File: src/rtl/audio_pkg.sv
// audio_pkg: shared types and helpers for the audio mix sequencer.
//   state_t    - sequencer FSM states (IDLE / SCAN / SCALE / LOAD)
//   VOL_W      - width of the master attenuation shift input
//   acc_width  - accumulator width that holds CHANNELS full-scale samples
//   saturate   - clamp a sign-extended value to a signed width
package audio_pkg;

   localparam int VOL_W = 3;

   typedef enum logic [1:0] {
      IDLE  = 2'd0,
      SCAN  = 2'd1,
      SCALE = 2'd2,
      LOAD  = 2'd3
   } state_t;

   function automatic int acc_width(input int channels, input int width);
      return width + $clog2(channels);
   endfunction

   function automatic logic signed [31:0] saturate(input logic signed [31:0] value,
                                                   input int width);
      logic signed [31:0] hi;
      logic signed [31:0] lo;
      hi = (32'sd1 <<< (width - 1)) - 32'sd1;
      lo = -(32'sd1 <<< (width - 1));
      if (value > hi)
         return hi;
      else if (value < lo)
         return lo;
      else
         return value;
   endfunction

endpackage

File: src/rtl/audio_sample_timer.sv
// audio_sample_timer: sample-rate tick divider.
//   clk    - system clock
//   reset  - synchronous, active-high reset (counter to 0)
//   tick   - high for one cycle when the count reaches SAMPLE_DIV-1
// The counter runs 0..SAMPLE_DIV-1 and wraps, so the first tick after
// reset release lands in cycle SAMPLE_DIV-1.
module audio_sample_timer #(
   parameter int SAMPLE_DIV = 1024
) (
   input  logic clk,
   input  logic reset,
   output logic tick
);

   localparam int CNT_W = (SAMPLE_DIV > 1) ? $clog2(SAMPLE_DIV) : 1;

   logic [CNT_W-1:0] count;

   assign tick = (count == CNT_W'(SAMPLE_DIV - 1));

   always_ff @(posedge clk) begin
      if (reset)
         count <= '0;
      else if (tick)
         count <= '0;
      else
         count <= count + 1'b1;
   end

endmodule

File: src/rtl/audio_mix_sequencer.sv
// audio_mix_sequencer: once per sample period polls CHANNELS sources in
// round-robin order, sums their signed samples, applies a master
// attenuation shift, saturates to WIDTH bits and presents the result to
// the PWM modulator with a one-cycle strobe.
//   clk, reset         - system clock, synchronous active-high reset
//   ch_enable          - per-channel mix enable
//   ch_valid/ch_ready  - per-channel handshake, ready pulses in the slot
//   ch_sample          - packed signed samples, channel i at [i*WIDTH +: WIDTH]
//   volume             - arithmetic right shift 0..7 applied to the sum
//   mix_data           - held signed mix word
//   mix_strobe         - one-cycle pulse when mix_data updates
//   underrun           - sticky, an enabled channel was not valid in its slot
// Optional feature macro AUDIO_MIX_CLIP_FLAG_EN adds clip_clr (input) and
// clip (sticky saturation flag, output).
//
// state | meaning
// IDLE  | waiting for the sample tick
// SCAN  | one channel slot per cycle, accumulate enabled valid samples
// SCALE | shift, saturate, register mix word and raise strobe
// LOAD  | new mix word and strobe visible to the PWM
module audio_mix_sequencer
   import audio_pkg::*;
#(
   parameter int CHANNELS   = 4,
   parameter int WIDTH      = 12,
   parameter int SAMPLE_DIV = 1024
) (
   input  logic                        clk,
   input  logic                        reset,
   input  logic [CHANNELS-1:0]         ch_enable,
   input  logic [CHANNELS-1:0]         ch_valid,
   input  logic [CHANNELS*WIDTH-1:0]   ch_sample,
   output logic [CHANNELS-1:0]         ch_ready,
   input  logic [VOL_W-1:0]            volume,
   output logic [WIDTH-1:0]            mix_data,
   output logic                        mix_strobe,
   output logic                        underrun
`ifdef AUDIO_MIX_CLIP_FLAG_EN
   ,
   input  logic                        clip_clr,
   output logic                        clip
`endif
);

   localparam int ACC_W = acc_width(CHANNELS, WIDTH);
   localparam int IDX_W = (CHANNELS > 1) ? $clog2(CHANNELS) : 1;

   state_t                   state;
   logic [IDX_W-1:0]         idx;
   logic signed [ACC_W-1:0]  acc;
   logic                     tick;

   logic signed [WIDTH-1:0]  cur_sample;
   logic                     cur_enable;
   logic                     cur_valid;
   logic signed [ACC_W-1:0]  shifted;
   logic signed [31:0]       shifted_ext;
   logic signed [31:0]       sat_ext;
   logic                     clipped;

   audio_sample_timer #(
      .SAMPLE_DIV (SAMPLE_DIV)
   ) u_timer (
      .clk   (clk),
      .reset (reset),
      .tick  (tick)
   );

   assign cur_sample  = ch_sample[idx*WIDTH +: WIDTH];
   assign cur_enable  = ch_enable[idx];
   assign cur_valid   = ch_valid[idx];

   // >>> on a signed operand floors toward negative infinity
   assign shifted     = acc >>> volume;
   assign shifted_ext = 32'(shifted);
   assign sat_ext     = saturate(shifted_ext, WIDTH);
   assign clipped     = (sat_ext != shifted_ext);

   always_comb begin
      ch_ready = '0;
      for (int i = 0; i < CHANNELS; i++)
         ch_ready[i] = (state == SCAN) && (idx == IDX_W'(i)) && ch_enable[i];
   end

   // mix_data is registered on the SCALE->LOAD edge so word and strobe
   // appear together in the LOAD cycle.
   always_ff @(posedge clk) begin
      if (reset) begin
         state      <= IDLE;
         idx        <= '0;
         acc        <= '0;
         mix_data   <= '0;
         mix_strobe <= 1'b0;
         underrun   <= 1'b0;
      end else begin
         mix_strobe <= 1'b0;
         case (state)
            IDLE: begin
               if (tick) begin
                  acc   <= '0;
                  idx   <= '0;
                  state <= SCAN;
               end
            end
            SCAN: begin
               if (cur_enable) begin
                  if (cur_valid)
                     acc <= acc + ACC_W'(cur_sample);
                  else
                     underrun <= 1'b1;
               end
               if (idx == IDX_W'(CHANNELS - 1))
                  state <= SCALE;
               else
                  idx <= idx + 1'b1;
            end
            SCALE: begin
               mix_data   <= sat_ext[WIDTH-1:0];
               mix_strobe <= 1'b1;
               state      <= LOAD;
            end
            LOAD: begin
               state <= IDLE;
            end
            default: state <= IDLE;
         endcase
      end
   end

`ifdef AUDIO_MIX_CLIP_FLAG_EN
   always_ff @(posedge clk) begin
      if (reset)
         clip <= 1'b0;
      else if ((state == SCALE) && clipped)
         clip <= 1'b1;
      else if (clip_clr)
         clip <= 1'b0;
   end
`endif

   // A whole sequence must fit inside one sample period.
   tick_only_in_idle: assert property (@(posedge clk) disable iff (reset)
                                       tick |-> (state == IDLE));

endmodule

File: config.mk
export PLATFORM = sky130hd
export DESIGN_NAME = audio_mix_sequencer
export DESIGN_NICKNAME = d
export VERILOG_FILES = /design/src/rtl/audio_pkg.sv /design/src/rtl/audio_sample_timer.sv /design/src/rtl/audio_mix_sequencer.sv
export SDC_FILE = /design/constraint.sdc
export NUM_CORES = 1
export LEC_CHECK = 0
export ABC_AREA = 1
export CAP_MARGIN = 40
export CORE_MARGIN = 4
export CORE_UTILIZATION = 46
export DETAILED_ROUTE_END_ITERATION = 10
export GPL_TIMING_DRIVEN = 0
export PLACE_DENSITY = 0.9
export SLEW_MARGIN = 20
export SYNTH_ARGS = -nofsm -noshare
export SYNTH_HDL_FRONTEND = slang
export SYNTH_SLANG_ARGS = --single-unit
export TNS_END_PERCENT = 10
File: constraint.sdc
create_clock -name clk -period 2.4 [get_ports clk]
set_input_delay 0.36 -clock clk [delete_from_list [all_inputs] [get_ports clk]]
set_output_delay 0.36 -clock clk [all_outputs]
set_load 0.05 [all_outputs]
==> reports/qor.yml <==
worst_setup_path:
  crit_path_end_kind: "register"
  cp_max_fo: 6
  worst_r2r_startpoint: "idx[0]"
  cp.required_ps: 2630
  crit_type: "reg -> reg"
  crit_start: "idx[0]"
  startpoint_type: "register"
  cp.arrival_ps: 2610
cts:
  cts.reportedPaths.clkPinSlew_ps: 80
  holdBufCountCts: 0
  root_buffer: "clkbuf_8"
  clockBufferDepth: 2
  cts_sinks: 42
  htreeDepth: 2
  clk-insertion-delay-late_ps: 300
  cts_buffers: 5
  cts_tree: "done"
yosys:
  syn_area_um2: 3327
  avgSynthCellArea_um2: 6.349
  syn_nets: 608
  yosysMostFrequentCell: "nand2_1"
  synthTopCellsByArea: "dfxtp_1 25%, nand2_1 15%, o21ai_0 9.0%"
  synth_common_cells: "135 x nand2_1, 60 x nor2_1, 60 x o21ai_0"
  synth_top_cell_by_area: "dfxtp_1"
  ys_types: 40
  synth_ff_type: "dfxtp_1"
  ys_ff_latch: 42
  synthCells: 524
  synth-edff-count: 0
  yosys.area.top_type_share: 0.2527
  synthArstFlopShare: 0
  yosysWarnings: 0
  ys_seq_area_frac: 0.2527
global_route:
  grt_pass1_vias: 3571
  antenna_found_initial: 0
  met3_usage: 0.03701
  met2_usage: 0.4097
  busiest_layer: "met2"
  grt_start_max_net_pins: 14
  grt_pass1_wl_um: 15540
  grt-ovfl-total: 0
  grtUsageTotal: 0.2185
  globalRouteMet1Util: 0.2463
final_layout:
  antenna_cells_inserted: 0
  drive_above_1_share: 0.1280
  fin_util: 0.6554
  fillers: 606
  final_cell_count_no_fill: 713
  syn_to_final_growth_pct: 36.07
  finish.net_count: 700
route:
  post-route-drc-count: 0
  via_count: 3754
  wire_per_inst_um: 13.69
  drt_pre_antenna_iters: 5
  drt-initial-drc-count: 183
  viasPerCell: 5.265
  antenna_left: 0
  routed_wl_um: 9763
sta:
  setup-violations-final: 0
  clock_skew_ps: 3.213
  setup-tns-final_ps: 0
  fmax_ghz: 0.4197
  fin_crit_ps: 2383
  max_slew_margin: 0.5726
  rsz0062_at_grt: "true"
  final-hold-violation-count: 0
  tightest_slew_ps: 641.2
  period_share: 0.9928
  maxSlewViolCount: 0
place:
  dp_cells: 696
  place.gp.congestion: 0.9401
  post-dp-hpwl_um: 7689
  port_buffers: 76
floorplanning:
  die-area_um2: 8657
  initial_core_util: 0.4817
  io_pins: 79
  die_h_um: 93.05
  core_um2: 6907
  rows: 30
  die_x_um: 93.05
power_and_ir_drop:
  power.leakage_nw: 1.989
  worst_ir_drop_vdd_mv: 0.2516
  p_total_mw: 2.688
  power.density_nw_per_um2: 593.9
min_path:
  hp-class: "in -> reg"
  holdCritStartpoint: "reset"
outcome:
  outcome: "completed"
run:
  cap_violations: 0
-- final timing paths --
check                                        end  slack [ps]  cells past startpoint
worst max-delay path                      acc[8]          20                     15
worst min-delay path                      acc[1]         390                      2
worst min register to register  u_timer.count[0]         470                      1
worst max register to register            acc[8]          20                     15
-- cell type report --
cell class | count | area [µm²] | share of cell area
inverters | 49 | 186.4 | 0.04118
repair buffers | 85 | 858.3 | 0.1896
clock inverters | 2 | 12.51 | 0.002764
flip-flops and latches | 42 | 845.8 | 0.1868
well taps | 96 | 120.1 | 0.02653
multi-input cells | 411 | 2266 | 0.5006
plain buffers | 22 | 155.1 | 0.03427
clock buffers | 6 | 82.58 | 0.01824
-- cells in the final DEF, fill, tap and decap left out, drive strengths merged, types with 3 or more instances in the layout --
master,synthesis,final
clkbuf,10,15
a21oi,41,41
nand4,6,6
dfxtp,42,42
and3,3,3
xnor2,5,5
ha,22,22
or2,5,5
dlygate4sd2,0,4
inv,49,49
clkdlybuf4s50,0,72
nor3b,3,3
buf,12,22
o21ai,63,63
o22ai,12,12
nand2,135,135
nor2,63,63
nand3,33,33
xor2,5,5
-- logic make-up (layout without fill, tap and decap cells) --
group,Yosys count,after routing,share of synthesized area
mux,2,2,0.006018
fa+ha+maj,23,23,0.08875
xor+xnor,10,10,0.02632
compound gates,125,125,0.2102
buf+inv,71,164,0.09026
flops,42,42,0.2527
simple gates,251,251,0.3257
-- per-layer routing --
layer	part of all wire	wire length (µm)
met1	0.41	3999
met2	0.53	5153
met3	0.042	413
met4	0.020	197
met5	0	0
-- registers in the layout (all words and copies together), names as in the netlist --
name / cells
acc: 14
mix_data: 12
u_timer.count: 10
idx: 2
state: 2
mix_strobe: 1
underrun: 1
-- where the power goes --
part | leakage [nW] | internal [mW] | switching (mW)
combinational | 1.60 | 0.538 | 0.832
sequential | 0.342 | 0.789 | 0.0549
clock | 0.0472 | 0.231 | 0.244
total | 1.99 | 1.56 | 1.13
-- what timing repair did --
item / in CTS / in global routing
resized for setup: 21 / 34
buffers inserted: 0 / 7
gates cloned: 0 / 2
pin swaps: 1 / 11
setup endpoints to repair: 15 / 13
-- worst max-delay path: stages, from the launching register on --
cell and delay, ps:
dfxtp_4 380, inv_4 80, buf_8 130, buf_8 110
nor2_2 40, o22ai_2 170, ha_2 230, inv_2 50
fa_2 370, inv_2 80, nand3_2 90, nand3_4 100
a21oi_2 80, xnor2_1 190, nand2_1 90, a21oi_2 120
-- per-stage QoR --
step           cell area (µm²)  setup slack (ps)  hold WS [ps]
2_1_floorplan             3327             58.66         417.5
3_3_place_gp              4208            -404.9         428.3
3_5_place_dp              4208            -461.3         463.3
4_1_cts                   4338            -23.94         388.9
5_1_grt                   4527            -110.5         400.8
6_report                  4527             17.39         390.6
(Power assumes the default switching activity.)
